==> src/rtl/out_ser_pkg.sv <==
// out_ser_pkg: shared definitions for the result-word serializer.
//   ser_state_e : serializer FSM states
//   FRAME_BITS  : bits per serial frame (start + data + parity + stop)
//   DATA_BITS   : payload bits per frame (matches datapath result width)
package out_ser_pkg;

    typedef enum logic [2:0] {
        IDLE   = 3'd0,
        START  = 3'd1,
        DATA   = 3'd2,
        PARITY = 3'd3,
        STOP   = 3'd4
    } ser_state_e;

    localparam int DATA_BITS  = 11;
    localparam int FRAME_BITS = DATA_BITS + 3;

endpackage

==> src/rtl/sync_fifo.sv <==
// sync_fifo: single-clock FIFO with wrap-bit pointers.
//   clk_i, rst_ni : clock, asynchronous active-low reset
//   push_i/wdata_i: write request and data (ignored when full)
//   pop_i/rdata_o : read request and current head word (pop ignored when empty)
//   full_o, empty_o, level_o : status derived from the registered pointers
// DEPTH must be a power of two and at least 2.
module sync_fifo #(
    parameter int WIDTH = 11,
    parameter int DEPTH = 4
) (
    input  logic                       clk_i,
    input  logic                       rst_ni,
    input  logic                       push_i,
    input  logic [WIDTH-1:0]           wdata_i,
    input  logic                       pop_i,
    output logic [WIDTH-1:0]           rdata_o,
    output logic                       full_o,
    output logic                       empty_o,
    output logic [$clog2(DEPTH+1)-1:0] level_o
);

    localparam int AW = $clog2(DEPTH);

    logic [WIDTH-1:0] mem_q [DEPTH];
    logic [AW:0]      wr_q, wr_d;
    logic [AW:0]      rd_q, rd_d;
    logic             do_push;
    logic             do_pop;

    // Same index with differing wrap bits means the write pointer has lapped the read pointer.
    assign full_o  = (wr_q[AW] != rd_q[AW]) && (wr_q[AW-1:0] == rd_q[AW-1:0]);
    assign empty_o = (wr_q == rd_q);
    assign level_o = wr_q - rd_q;
    assign rdata_o = mem_q[rd_q[AW-1:0]];

    assign do_push = push_i && !full_o;
    assign do_pop  = pop_i && !empty_o;

    always_comb begin
        wr_d = wr_q;
        rd_d = rd_q;
        if (do_push) wr_d = wr_q + 1'b1;
        if (do_pop)  rd_d = rd_q + 1'b1;
    end

    always_ff @(posedge clk_i or negedge rst_ni) begin
        if (!rst_ni) begin
            wr_q <= '0;
            rd_q <= '0;
        end else begin
            wr_q <= wr_d;
            rd_q <= rd_d;
        end
    end

    // Storage needs no reset: contents are only visible through valid pointers.
    always_ff @(posedge clk_i) begin
        if (do_push) mem_q[wr_q[AW-1:0]] <= wdata_i;
    end

endmodule

==> src/rtl/out_serializer.sv <==
// out_serializer: buffers result words and sends each as a serial frame:
// start(0), DATA_W data bits LSB-first, even parity, stop(1); every bit
// lasts CLKS_PER_BIT clocks. tx idles high.
//   clk       : clock, rising edge
//   rst       : asynchronous active-low reset
//   in_valid  : producer offers in_data
//   in_data   : result word
//   in_ready  : FIFO not full
//   tx        : serial line (registered)
//   busy      : frame in progress (registered)
//   overflow  : one-cycle pulse after a word is offered while full (dropped)
//   level     : FIFO occupancy
//   state_dbg : current FSM state
// Handshake: a word transfers on a rising edge where in_valid && in_ready.
// in_ready depends only on registered FIFO state, so a word offered while
// full is dropped even if the FSM pops on that same edge.
module out_serializer
    import out_ser_pkg::*;
#(
    parameter int DATA_W       = DATA_BITS,
    parameter int DEPTH        = 4,
    parameter int CLKS_PER_BIT = 4
) (
    input  logic                       clk,
    input  logic                       rst,
    input  logic                       in_valid,
    input  logic [DATA_W-1:0]          in_data,
    output logic                       in_ready,
    output logic                       tx,
    output logic                       busy,
    output logic                       overflow,
    output logic [$clog2(DEPTH+1)-1:0] level,
    output ser_state_e                 state_dbg
);

    localparam int CNT_W = (CLKS_PER_BIT > 1) ? $clog2(CLKS_PER_BIT) : 1;
    localparam int IDX_W = $clog2(DATA_W);

    ser_state_e        state_q;
    logic [CNT_W-1:0]  cnt_q;
    logic [IDX_W-1:0]  idx_q;
    logic [DATA_W-1:0] shift_q;
    logic              parity_q;
    logic              tx_q;
    logic              busy_q;
    logic              overflow_q;

    logic              fifo_full;
    logic              fifo_empty;
    logic [DATA_W-1:0] fifo_rdata;
    logic              push;
    logic              pop;
    logic              bit_end;

    assign push    = in_valid && !fifo_full;
    assign bit_end = (cnt_q == CNT_W'(CLKS_PER_BIT - 1));
    // Pop from IDLE, or on the last STOP edge so the next start bit follows with no gap.
    assign pop     = !fifo_empty && ((state_q == IDLE) || ((state_q == STOP) && bit_end));

    sync_fifo #(
        .WIDTH (DATA_W),
        .DEPTH (DEPTH)
    ) u_fifo (
        .clk_i   (clk),
        .rst_ni  (rst),
        .push_i  (push),
        .wdata_i (in_data),
        .pop_i   (pop),
        .rdata_o (fifo_rdata),
        .full_o  (fifo_full),
        .empty_o (fifo_empty),
        .level_o (level)
    );

    // tx is loaded with the value of the bit period being entered, so it is glitch-free.
    always_ff @(posedge clk or negedge rst) begin
        if (!rst) begin
            state_q    <= IDLE;
            cnt_q      <= '0;
            idx_q      <= '0;
            shift_q    <= '0;
            parity_q   <= 1'b0;
            tx_q       <= 1'b1;
            busy_q     <= 1'b0;
            overflow_q <= 1'b0;
        end else begin
            overflow_q <= in_valid && fifo_full;
            if (pop) begin
                state_q  <= START;
                cnt_q    <= '0;
                idx_q    <= '0;
                shift_q  <= fifo_rdata;
                parity_q <= ^fifo_rdata;
                tx_q     <= 1'b0;
                busy_q   <= 1'b1;
            end else begin
                case (state_q)
                    IDLE: begin
                        tx_q   <= 1'b1;
                        busy_q <= 1'b0;
                    end
                    START: begin
                        if (bit_end) begin
                            state_q <= DATA;
                            cnt_q   <= '0;
                            idx_q   <= '0;
                            tx_q    <= shift_q[0];
                        end else begin
                            cnt_q <= cnt_q + CNT_W'(1);
                        end
                    end
                    DATA: begin
                        if (bit_end) begin
                            cnt_q <= '0;
                            if (idx_q == IDX_W'(DATA_W - 1)) begin
                                state_q <= PARITY;
                                idx_q   <= '0;
                                tx_q    <= parity_q;
                            end else begin
                                idx_q   <= idx_q + IDX_W'(1);
                                shift_q <= shift_q >> 1;
                                tx_q    <= shift_q[1];
                            end
                        end else begin
                            cnt_q <= cnt_q + CNT_W'(1);
                        end
                    end
                    PARITY: begin
                        if (bit_end) begin
                            state_q <= STOP;
                            cnt_q   <= '0;
                            tx_q    <= 1'b1;
                        end else begin
                            cnt_q <= cnt_q + CNT_W'(1);
                        end
                    end
                    STOP: begin
                        // Reaching the end here means the FIFO was empty (pop handled above).
                        if (bit_end) begin
                            state_q <= IDLE;
                            cnt_q   <= '0;
                            tx_q    <= 1'b1;
                            busy_q  <= 1'b0;
                        end else begin
                            cnt_q <= cnt_q + CNT_W'(1);
                        end
                    end
                    default: begin
                        state_q <= IDLE;
                        cnt_q   <= '0;
                        tx_q    <= 1'b1;
                        busy_q  <= 1'b0;
                    end
                endcase
            end
        end
    end

    assign in_ready  = !fifo_full;
    assign tx        = tx_q;
    assign busy      = busy_q;
    assign overflow  = overflow_q;
    assign state_dbg = state_q;

endmodule

==> config.mk <==
export PLATFORM = sky130hd
export DESIGN_NAME = out_serializer
export DESIGN_NICKNAME = d
export VERILOG_FILES = /design/src/rtl/out_ser_pkg.sv /design/src/rtl/sync_fifo.sv /design/src/rtl/out_serializer.sv
export SDC_FILE = /design/constraint.sdc
export NUM_CORES = 1
export LEC_CHECK = 0
export BUFFER_PORTS_ARGS = -buffer_cell sky130_fd_sc_hd__buf_2
export CAP_MARGIN = 10
export CORE_MARGIN = 4
export CORE_UTILIZATION = 40
export CTS_CLUSTER_SIZE = 28
export DETAILED_ROUTE_END_ITERATION = 7
export GPL_TIMING_DRIVEN = 0
export PLACE_DENSITY_LB_ADDON = 0.1
export RECOVER_POWER = 25
export SYNTH_ARGS = -nofsm -noshare
export SYNTH_HDL_FRONTEND = slang
export SYNTH_SLANG_ARGS = --single-unit
==> constraint.sdc <==
create_clock -name clk -period 3 [get_ports clk]
set_input_delay 0.6 -clock clk [delete_from_list [all_inputs] [get_ports clk]]
set_output_delay 0.6 -clock clk [all_outputs]
set_load 0.005 [all_outputs]
### Word-level counts from Yosys, hierarchy flattened

Memories as Yosys holds them, arrays and structs flattened.
Index checks and enable logic that the tools add are counted.

| storage, ports and cells | value |
|---|---|
| register bits after elaboration | 30 |
| RAM bits | 44 |
| input bits | 14 |
| output and inout port bits | 10 |
| word-level logic and storage cells | 87 |
| memories | 1 |

| operators by class | value |
|---|---|
| $add $sub $neg | 5 |
| eq/ne operators | 18 |
| mux-type cells | 30 |
| reduce and logical (&&, ||, !) cells | 23 |

Memories:

| memory | words | bits a word | read ports | clocked after Yosys merged registers in | write ports | line | RTL |
|---|---|---|---|---|---|---|---|
| u_fifo.mem_q | 4 | 11 | 1 | 0 | 1 | sync_fifo.sv:24 | `logic [WIDTH-1:0] mem_q [DEPTH];` |

Operator list:

| cell | number |
|---|---|
| 2-to-1 mux 11 bit | 4 |
| 2-to-1 mux 3 bit | 6 |
| 2-to-1 mux 4 bit | 4 |
| != test 3 x 2 -> 1 bit (second input constant) | 5 |
| case mux 3 bit (5 select lines) | 1 |
| parity 11 bit | 1 |
| 2-to-1 mux 1 bit | 9 |
| AND reduction 3 bit | 3 |
| case mux 4 bit (2 select lines) | 1 |
| logical AND 1 bit | 7 |
| adder 3 x 1 -> 3 bit (second input constant) | 2 |
| equality test 3 x 2 -> 1 bit (second input constant) | 2 |
| != test 2 x 1 -> 1 bit (second input constant) | 3 |
| AND reduction 6 bit | 1 |
| adder 4 x 1 -> 4 bit (second input constant) | 1 |
| equality test 4 bit (second input constant) | 1 |
| 2-to-1 mux 2 bit | 2 |
| case mux 2 bit (2 select lines) | 1 |
| nonzero test 2 bit | 2 |
| OR reduction 4 bit | 1 |
| equality test 3 x 1 -> 1 bit (second input constant) | 1 |
| equality test 3 bit | 1 |
| equality test 3 bit (second input constant) | 1 |
| logical NOT 3 bit | 1 |
| other kinds (14) | 15 |

### Depth between registers and ports, before layout

Gate-level depths: netlist of the first run.

| logic depth | value |
|---|---|
| depth after elaboration | 7 |
| mapped depth | 8 |
| gate-level depth less buffers | 7 |

### Hierarchy

A second synthesis of the first run with hierarchy kept.

| second synthesis, totals | value |
|---|---|
| cell total of the unflattened synthesis | 245 |
| area total of the unflattened synthesis | 3422.0 um^2 |

By module, submodules not included:

| module | times used | cells an instance | area an instance (um^2) | seq. area each (um^2) |
|---|---|---|---|---|
| sync_fifo | 1 | 102 | 2042.0 | 1471.4 |
| out_serializer | 1 | 143 | 1380.1 | 601.8 |

### Worst setup path before layout of the first run

No wires, ideal clock.

| timing | value |
|---|---|
| path kind | register -> register |
| start point | register u_fifo.rd_q[1] |
| end point | memory u_fifo.mem_q[3][0] (enable) |
| library setup time | 357 ps |
| arrival time | 1822 ps |
| data required time | 2643 ps |
| slack | 822 ps |
| cell stages (with the launch flop) | 8 |
| path buffers | 1 |
| clock period less this slack | 2178 ps |
| path through | dfrtp_1 > buf_2 > inv_1 > ha_1 > nand2_1 > nor2_1 > nor2b_1 > and2_1 |

| between the ends | value |
|---|---|
| longest elaborated chain between the ends | 7 |

RTL lines:

| item | line | RTL |
|---|---|---|
| from (decl) | sync_fifo.sv:26 | `logic [AW:0] rd_q, rd_d;` |
| from (signal assigned) | sync_fifo.sv:52 | `rd_q <= rd_d;` |
| equality test 2 bit * | sync_fifo.sv:31 | `assign full_o = (wr_q[AW] != rd_q[AW]) && (wr_q[AW-1:0] == rd_q[AW-1:0]);` |
| logical AND 1 bit * | sync_fifo.sv:31 |  |
| logical NOT 1 bit * | sync_fifo.sv:36, out_serializer.sv:55 |  |
| logical AND 1 bit | out_serializer.sv:55 | `assign push = in_valid && !fifo_full;` |
| logical AND 1 bit * | sync_fifo.sv:36 | `assign do_push = push_i && !full_o;` |
| 2-to-1 mux 1 bit * | sync_fifo.sv:58 | `if (do_push) mem_q[wr_q[AW-1:0]] <= wdata_i;` |
| 2-to-1 mux 1 bit (implied by the code) * | sync_fifo.sv:58 |  |
| to (decl) | sync_fifo.sv:24 |  |

Mark *: on every way between the ends. The rest lies on a longest branch, timed or not.

### Final worst setup path of the first run

| timing | value |
|---|---|
| start point | register u_fifo.rd_q[1] |
| end point | memory u_fifo.mem_q[3][5] (enable) |

Same word-level chain as after synthesis.

==> results of run 1 <==
-- power by group through the flow --
stage | clock network (mW) | registers (mW) | logic [mW]
after floorplan | 0 | 1.56 | 1.37
after global placement | 0 | 1.60 | 1.78
after detailed placement | 0 | 1.61 | 1.79
after CTS | 0.898 | 1.59 | 1.79
after global routing | 0.944 | 1.62 | 1.97
final | 0.866 | 1.58 | 1.75
-- cell families (layout without fill, tap and decap cells) --
kind of cell | after synthesis | count (layout) | synth area share [%]
flip-flops | 74 | 74 | 62.1
buffers and inverters | 22 | 61 | 3.11
AO/OA/AOI/OAI | 35 | 35 | 6.30
adder cells (fa/ha/maj) | 11 | 11 | 4.35
XOR/XNOR | 18 | 18 | 4.72
multiplexers | 22 | 22 | 11.4
AND/OR/NAND/NOR | 55 | 55 | 8.02
-- flip-flops by register name, summed over array words and instances (netlist names) --
register      cells
tx                1
state_dbg         3
u_fifo.wr_q       3
parity_q          1
cnt_q             2
shift_q          11
u_fifo.rd_q       3
u_fifo.mem_q     44
busy              1
idx_q             4
overflow          1
-- final cells by class --
type                    count  area, µm²  share of cell area, %
flip-flops and latches     74       2070                   54.7
multi-input cells         141       1160                   30.6
well taps                 105        131                   3.46
clock buffers               9        124                   3.27
repair buffers             23        101                   2.67
clock inverters             7        100                   2.64
plain buffers              10       58.8                   1.55
inverters                  12       45.0                   1.19
-- through the flow --
step | hold WS [ns] | util, % | cell area [µm²]
after global routing | 0.335 | 46.4 | 3790
final | 0.290 | 46.4 | 3790
after detailed placement | 0.482 | 43.8 | 3580
after floorplan | 0.304 | - | 3340
after CTS | 0.301 | 46.6 | 3810
after global placement | 0.475 | 43.8 | 3580
-- placed cells by master, fill, tap and decap left out, types with 8 or more instances in the layout --
cell type and instances:
sky130_fd_sc_hd__a21oi_1 10, sky130_fd_sc_hd__inv_1 12, sky130_fd_sc_hd__nand2_1 8, sky130_fd_sc_hd__nor2_1 17
sky130_fd_sc_hd__xnor2_1 15, sky130_fd_sc_hd__edfxtp_1 44, sky130_fd_sc_hd__buf_2 14, sky130_fd_sc_hd__nand3_1 11
sky130_fd_sc_hd__mux2i_1 9, sky130_fd_sc_hd__clkbuf_1 16, sky130_fd_sc_hd__ha_1 10, sky130_fd_sc_hd__dfrtp_1 29
sky130_fd_sc_hd__clkbuf_8 9, sky130_fd_sc_hd__o21ai_0 10
-- cell usage after synthesis, types with 3 or more instances --
library cell               number
sky130_fd_sc_hd__dfrtp_1       29
sky130_fd_sc_hd__inv_1         12
sky130_fd_sc_hd__xnor2_1       15
sky130_fd_sc_hd__a31oi_1        3
sky130_fd_sc_hd__xor2_1         3
sky130_fd_sc_hd__clkbuf_1       5
sky130_fd_sc_hd__nand4_1        3
sky130_fd_sc_hd__nand3_1       11
sky130_fd_sc_hd__nor3_1         3
sky130_fd_sc_hd__mux4_2         6
sky130_fd_sc_hd__nor2_1        17
sky130_fd_sc_hd__nand2_1        8
sky130_fd_sc_hd__a21oi_1       10
sky130_fd_sc_hd__and2_1         5
sky130_fd_sc_hd__ha_1          10
sky130_fd_sc_hd__mux2i_1        9
sky130_fd_sc_hd__mux4_1         5
sky130_fd_sc_hd__edfxtp_1      44
sky130_fd_sc_hd__o21ai_0       10
-- critical path: cells and delay by family (launching register included) --
| kind | cells | cell delay [ns] |
|---|---|---|
| fa+ha+maj | 1 | 0.33 |
| buf+inv | 2 | 0.39 |
| flops | 1 | 0.49 |
| simple gates | 4 | 1.11 |
-- layer usage --
layer  GRT usage, %  wire [µm]  up-vias  share of wire [%]
li1               -          -      939                  -
met1           17.2       2760      951                 47
met2           20.7       2810       34                 47
met3           4.00        263        8                4.4
met4           4.73         90        0                1.5
met5              0          0        -                  0
-- how the worst max path moves through the flow --
stage	from	to	depth (start not counted)
finish	u_fifo.rd_q[1]	u_fifo.mem_q[3][5]	7
detailed placement	u_fifo.rd_q[1]	u_fifo.mem_q[3][9]	7
CTS	u_fifo.rd_q[1]	u_fifo.mem_q[3][5]	7
global route	u_fifo.rd_q[1]	u_fifo.mem_q[1][2]	7
floorplan	u_fifo.rd_q[1]	u_fifo.mem_q[3][0]	7
global placement	u_fifo.rd_q[1]	u_fifo.mem_q[3][10]	7
==> impl_metrics.xml, run 1 <==
<?xml version="1.0" encoding="UTF-8"?>
<metrics>
  <group name="run_status">
    <metric name="run_status" unit="">finished clean</metric>
  </group>
  <group name="yosys">
    <metric name="ys.warnings.count" unit="">0</metric>
    <metric name="netlist-cell-type-count" unit="">42</metric>
    <metric name="netlist_top_cells_area" unit="">sky130_fd_sc_hd__edfxtp_1, sky130_fd_sc_hd__dfrtp_1, sky130_fd_sc_hd__mux4_2</metric>
    <metric name="mappedNetlistNets" unit="">262</metric>
    <metric name="synth_sequential_area_ratio" unit="%">62.1</metric>
    <metric name="syn_avg_cell_area" unit="µm²">14.1</metric>
    <metric name="postSynth.topFlopCell" unit="">sky130_fd_sc_hd__edfxtp_1</metric>
    <metric name="synth-edff-count" unit="">44</metric>
    <metric name="synth_top_cell_area_share" unit="%">39.6</metric>
    <metric name="yosys_register_bits" unit="">74</metric>
    <metric name="syn-instance-count" unit="">237</metric>
    <metric name="synth-async-reset-ratio" unit="%">40.5</metric>
    <metric name="post_synth_instance_area" unit="µm²">3340</metric>
    <metric name="netlist.top_cell.by_area" unit="">sky130_fd_sc_hd__edfxtp_1</metric>
  </group>
  <group name="global_route">
    <metric name="grt_first_pass_wirelength" unit="mm">9.83</metric>
    <metric name="global_route.usage.total" unit="%">13.1</metric>
    <metric name="grt_pass1_vias" unit="">1923</metric>
    <metric name="pin_count_of_the_biggest_net_entering_global_routing" unit="">31</metric>
    <metric name="grt_antenna_before_repair" unit="">0</metric>
    <metric name="grt-ovfl-total" unit="">0</metric>
  </group>
  <group name="die">
    <metric name="fp-row-count" unit="">33</metric>
    <metric name="floorplan.die_area" unit="µm²">9870</metric>
    <metric name="die_w" unit="µm">99.3</metric>
    <metric name="initial_core_utilization" unit="%">40.8</metric>
    <metric name="core" unit="µm²">8180</metric>
    <metric name="number_of_placed_i_o_pins" unit="">24</metric>
    <metric name="floorplan.die.height" unit="µm">99.3</metric>
  </group>
  <group name="finish">
    <metric name="area_growth_syn_to_layout" unit="%">13.7</metric>
    <metric name="layout.nets" unit="">296</metric>
    <metric name="antenna_cells_inserted" unit="">0</metric>
    <metric name="fraction_of_final_layout_cells_sized_beyond_drive_strength_1" unit="%">16.3</metric>
    <metric name="layoutNonFillerInstCount" unit="">381</metric>
    <metric name="num-fill-cells" unit="">765</metric>
  </group>
  <group name="setup_path">
    <metric name="r2r_setup_slack" unit="ns">0.31</metric>
    <metric name="worstPathRequired" unit="ns">2.98</metric>
    <metric name="reg2reg_to" unit="">u_fifo.mem_q[3][5]</metric>
    <metric name="worstSetupEndpointType" unit="">register</metric>
    <metric name="worst-setup-path-type" unit="">register to register</metric>
    <metric name="crit_path_max_fanout" unit="">12</metric>
    <metric name="critical_path.reg2reg.startpoint" unit="">u_fifo.rd_q[1]</metric>
    <metric name="ff2ff_path_depth" unit="">7</metric>
    <metric name="cell_at_the_slowest_stage_of_the_critical_path" unit="">sky130_fd_sc_hd__and2_1</metric>
    <metric name="crit_path_start_kind" unit="">register</metric>
    <metric name="crit_chain" unit="">buf_2 -&gt; inv_1 -&gt; ha_1 -&gt; nand2_1 -&gt; nor2_1 -&gt; nor2b_1 -&gt; and2_1</metric>
    <metric name="cp_max_stage_delay" unit="ns">0.60</metric>
    <metric name="worstPathArrival" unit="ns">2.66</metric>
  </group>
  <group name="clock_tree">
    <metric name="post_cts_resize_count" unit="">0</metric>
    <metric name="post_cts.repair.setup_buffers" unit="">0</metric>
    <metric name="ctsLongestPathBuffers" unit="">2</metric>
    <metric name="clkLatencyLatePin" unit="ns">0.34</metric>
    <metric name="tritoncts_num_sinks" unit="">74</metric>
    <metric name="cts.reportedPaths.clkPinSlew" unit="ns">0.08</metric>
    <metric name="tritoncts" unit="">done</metric>
    <metric name="cts_root_buffer" unit="">sky130_fd_sc_hd__clkbuf_8</metric>
    <metric name="tritoncts.num_buffers" unit="">9</metric>
    <metric name="htree_levels" unit="">3</metric>
    <metric name="cts_hold_buffers" unit="">0</metric>
  </group>
  <group name="detailed_routing">
    <metric name="route.final.wire_length" unit="mm">5.92</metric>
    <metric name="post_drt_wl_per_cell" unit="µm">15.5</metric>
    <metric name="postRouteAntennaNets" unit="">0</metric>
    <metric name="count_of_routing_violations_after_the_opening_detailed_route_iteration" unit="">36</metric>
    <metric name="dr.pass1.iters" unit="">4</metric>
    <metric name="via_per_inst" unit="">5.07</metric>
    <metric name="drc" unit="">0</metric>
    <metric name="vias" unit="">1932</metric>
  </group>
  <group name="sta">
    <metric name="post-route-min-period" unit="ns">2.69</metric>
    <metric name="final-setup-viol-count" unit="">0</metric>
    <metric name="final_min_period_over_clock_period" unit="%">89.5</metric>
    <metric name="worst_clock_skew" unit="ns">0.00822</metric>
    <metric name="maxSlewViolCount" unit="">0</metric>
    <metric name="slew-limit-headroom" unit="%">53.9</metric>
    <metric name="worstMarginPinSlew" unit="ns">0.692</metric>
    <metric name="finalHoldViolations" unit="">0</metric>
    <metric name="max_clock_freq" unit="MHz">372</metric>
    <metric name="final.setup.tns" unit="ns">0</metric>
    <metric name="setup_slack" unit="ns">0.315</metric>
    <metric name="rsz0062_at_grt" unit="">false</metric>
  </group>
  <group name="power_and_ir_drop">
    <metric name="pwr-share-seq" unit="%">37.7</metric>
    <metric name="power.switching_fraction" unit="%">35.0</metric>
    <metric name="power.density_cell_area" unit="nW/µm²">1110</metric>
    <metric name="share_comb_of_total_power" unit="%">41.7</metric>
    <metric name="p_switching" unit="mW">1.47</metric>
    <metric name="clock_power_share" unit="%">20.7</metric>
    <metric name="ir_drop" unit="V">0.000434</metric>
    <metric name="internal_power" unit="mW">2.73</metric>
    <metric name="totalPowerFinal" unit="mW">4.19</metric>
    <metric name="p_leak" unit="nW">1.48</metric>
  </group>
  <group name="job">
    <metric name="max_cap_viol_count" unit="">0</metric>
  </group>
  <group name="worst_hold_path">
    <metric name="holdCritPathClass" unit="">input pin to asynchronous set/reset pin</metric>
  </group>
  <group name="placement">
    <metric name="port_buffers" unit="">23</metric>
    <metric name="place_hpwl" unit="mm">4.09</metric>
    <metric name="detailedPlace.worstSlack" unit="ns">0.227</metric>
    <metric name="gp_routability_congestion" unit="">0.747</metric>
    <metric name="post-place-cells" unit="">365</metric>
  </group>
</metrics>
(Power assumes the default switching activity.)
==> run 2, diff against run 1 <==
--- a/config.mk
+++ b/config.mk
@@ -11,7 +11,6 @@
 export CORE_UTILIZATION = 40
 export CTS_CLUSTER_SIZE = 28
 export DETAILED_ROUTE_END_ITERATION = 7
-export GPL_TIMING_DRIVEN = 0
 export PLACE_DENSITY_LB_ADDON = 0.1
 export RECOVER_POWER = 25
 export SYNTH_ARGS = -nofsm -noshare
==> impl_metrics.xml, run 2 (synthesized netlist as in run 1, its figures left out) <==
<?xml version="1.0" encoding="UTF-8"?>
<metrics>
  <group name="setup_path">
    <metric name="cp_max_stage_delay" unit="ns">0.60</metric>
    <metric name="r2r_setup_slack" unit="ns">0.69</metric>
    <metric name="reg2reg_to" unit="">u_fifo.mem_q[3][6]</metric>
    <metric name="critical_path_depth" unit="">6</metric>
    <metric name="worstPathRequired" unit="ns">2.98</metric>
    <metric name="critical_path.top_delay_family" unit="">simple AND/OR/NAND/NOR gates</metric>
    <metric name="worstPathArrival" unit="ns">2.28</metric>
    <metric name="crit_chain" unit="">inv_1 -&gt; ha_1 -&gt; nand2_1 -&gt; nor2_1 -&gt; nor2b_1 -&gt; and2_1</metric>
    <metric name="crit_path_start_kind" unit="">register</metric>
    <metric name="critical_path.reg2reg.startpoint" unit="">u_fifo.wr_q[0]</metric>
    <metric name="worstSetupEndpointType" unit="">register</metric>
    <metric name="crit_path_max_fanout" unit="">12</metric>
    <metric name="path_buf_inv" unit="">1</metric>
    <metric name="cell_at_the_slowest_stage_of_the_critical_path" unit="">sky130_fd_sc_hd__and2_1</metric>
    <metric name="ff2ff_path_depth" unit="">6</metric>
    <metric name="worst-setup-path-type" unit="">register to register</metric>
  </group>
  <group name="sta">
    <metric name="post-route-min-period" unit="ns">2.31</metric>
    <metric name="final-setup-viol-count" unit="">0</metric>
    <metric name="final_min_period_over_clock_period" unit="%">76.8</metric>
    <metric name="setup_slack" unit="ns">0.695</metric>
    <metric name="maxSlewViolCount" unit="">0</metric>
    <metric name="worstMarginPinSlew" unit="ns">0.732</metric>
    <metric name="worst_clock_skew" unit="ns">0.00924</metric>
    <metric name="max_clock_freq" unit="MHz">434</metric>
    <metric name="rsz0062_at_grt" unit="">false</metric>
    <metric name="final.setup.tns" unit="ns">0</metric>
    <metric name="slew-limit-headroom" unit="%">51.0</metric>
    <metric name="finalHoldViolations" unit="">0</metric>
    <metric name="hold-worst-slack" unit="ns">0.300</metric>
  </group>
  <group name="global_route">
    <metric name="grt_antenna_before_repair" unit="">0</metric>
    <metric name="grt_pass1_vias" unit="">1924</metric>
    <metric name="grt-ovfl-total" unit="">0</metric>
    <metric name="grt_first_pass_wirelength" unit="mm">9.76</metric>
    <metric name="pin_count_of_the_biggest_net_entering_global_routing" unit="">31</metric>
    <metric name="global_route.usage.total" unit="%">12.9</metric>
  </group>
  <group name="die">
    <metric name="floorplan.die_area" unit="µm²">9870</metric>
    <metric name="floorplan.die.height" unit="µm">99.3</metric>
    <metric name="fp-row-count" unit="">33</metric>
    <metric name="initial_core_utilization" unit="%">40.8</metric>
    <metric name="number_of_placed_i_o_pins" unit="">24</metric>
    <metric name="core" unit="µm²">8180</metric>
    <metric name="die_w" unit="µm">99.3</metric>
  </group>
  <group name="placement">
    <metric name="detailedPlace.worstSlack" unit="ns">0.689</metric>
    <metric name="place_hpwl" unit="mm">3.95</metric>
    <metric name="detailed_place.area" unit="µm²">3550</metric>
    <metric name="post-place-cells" unit="">358</metric>
    <metric name="gp_routability_congestion" unit="">0.743</metric>
    <metric name="port_buffers" unit="">23</metric>
  </group>
  <group name="clock_tree">
    <metric name="cts.reportedPaths.clkPinSlew" unit="ns">0.09</metric>
    <metric name="post_cts.repair.setup_buffers" unit="">0</metric>
    <metric name="htree_levels" unit="">3</metric>
    <metric name="tritoncts.num_buffers" unit="">9</metric>
    <metric name="cts_root_buffer" unit="">sky130_fd_sc_hd__clkbuf_8</metric>
    <metric name="cts_hold_buffers" unit="">0</metric>
    <metric name="clkLatencyLatePin" unit="ns">0.34</metric>
    <metric name="tritoncts_num_sinks" unit="">74</metric>
    <metric name="post_cts_resize_count" unit="">0</metric>
    <metric name="ctsLongestPathBuffers" unit="">2</metric>
    <metric name="tritoncts" unit="">done</metric>
  </group>
  <group name="detailed_routing">
    <metric name="count_of_routing_violations_after_the_opening_detailed_route_iteration" unit="">65</metric>
    <metric name="post_drt_wl_per_cell" unit="µm">15.6</metric>
    <metric name="dr.pass1.iters" unit="">4</metric>
    <metric name="drc" unit="">0</metric>
    <metric name="route.final.wire_length" unit="mm">5.83</metric>
    <metric name="postRouteAntennaNets" unit="">0</metric>
    <metric name="vias" unit="">1857</metric>
    <metric name="via_per_inst" unit="">4.97</metric>
  </group>
  <group name="finish">
    <metric name="number_of_flip_flops_under_the_largest_register_name" unit="">44</metric>
    <metric name="mostFrequentLayoutCell" unit="">sky130_fd_sc_hd__edfxtp_1</metric>
    <metric name="mostFrequentLayoutCells" unit="">sky130_fd_sc_hd__edfxtp_1, sky130_fd_sc_hd__dfrtp_1, sky130_fd_sc_hd__nor2_1, sky130_fd_sc_hd__xnor2_1</metric>
    <metric name="post-route-cell-area" unit="µm²">3740</metric>
    <metric name="area_growth_syn_to_layout" unit="%">12.0</metric>
    <metric name="antenna_cells_inserted" unit="">0</metric>
    <metric name="layoutNonFillerInstCount" unit="">374</metric>
    <metric name="fraction_of_final_layout_cells_sized_beyond_drive_strength_1" unit="%">16.0</metric>
    <metric name="layout.nets" unit="">289</metric>
    <metric name="final_core_utilization" unit="%">45.7</metric>
  </group>
  <group name="power_and_ir_drop">
    <metric name="power.density_cell_area" unit="nW/µm²">1100</metric>
    <metric name="ir_drop" unit="V">0.000384</metric>
    <metric name="p_leak" unit="nW">1.46</metric>
    <metric name="totalPowerFinal" unit="mW">4.10</metric>
  </group>
  <group name="run_status">
    <metric name="run_status" unit="">finished clean</metric>
  </group>
  <group name="job">
    <metric name="max_cap_viol_count" unit="">0</metric>
  </group>
  <group name="worst_hold_path">
    <metric name="holdCritPathClass" unit="">input pin to asynchronous set/reset pin</metric>
  </group>
</metrics>
==> run 2: worst register-to-register path, stage by stage (launching register included) <==
cell and delay [ns]:
sky130_fd_sc_hd__dfrtp_1 0.40, sky130_fd_sc_hd__inv_1 0.14, sky130_fd_sc_hd__ha_1 0.29, sky130_fd_sc_hd__nand2_1 0.08, sky130_fd_sc_hd__nor2_1 0.05, sky130_fd_sc_hd__nor2b_1 0.37
sky130_fd_sc_hd__and2_1 0.60
==> run 2: worst max-delay path by stage <==
| stage | start | end |
|---|---|---|
| 2_1_floorplan | u_fifo.rd_q[1] | u_fifo.mem_q[3][0] |
| 3_3_place_gp | u_fifo.wr_q[0] | u_fifo.mem_q[1][5] |
| 3_5_place_dp | u_fifo.wr_q[0] | u_fifo.mem_q[3][5] |
| 4_1_cts | u_fifo.wr_q[0] | u_fifo.mem_q[3][6] |
| 5_1_grt | state_dbg[1] | idx_q[2] |
| 6_report | u_fifo.wr_q[0] | u_fifo.mem_q[3][6] |
==> run 2: cell type report <==
cell class | count | area (µm²)
fillers | 763 | 4440
flip-flops and latches | 74 | 2070
multi-input cells | 141 | 1160
well taps | 105 | 131
clock buffers | 9 | 124
repair buffers | 26 | 124
clock inverters | 7 | 80.1
inverters | 12 | 45.0
==> run 2: power breakdown <==
group | internal [mW] | switching, mW | leakage (nW)
clock | 0.397 | 0.401 | 0.103
sequential | 1.42 | 0.169 | 0.764
combinational | 0.815 | 0.894 | 0.590
total | 2.63 | 1.46 | 1.46
==> run 2: metal layers <==
layer | vias up | global-route usage, % | routed length, µm
li1 | 930 | - | -
met5 | - | 0 | 0
met4 | 0 | 6.30 | 100
met1 | 889 | 17.2 | 2810
met3 | 9 | 2.73 | 184
met2 | 29 | 20.2 | 2730
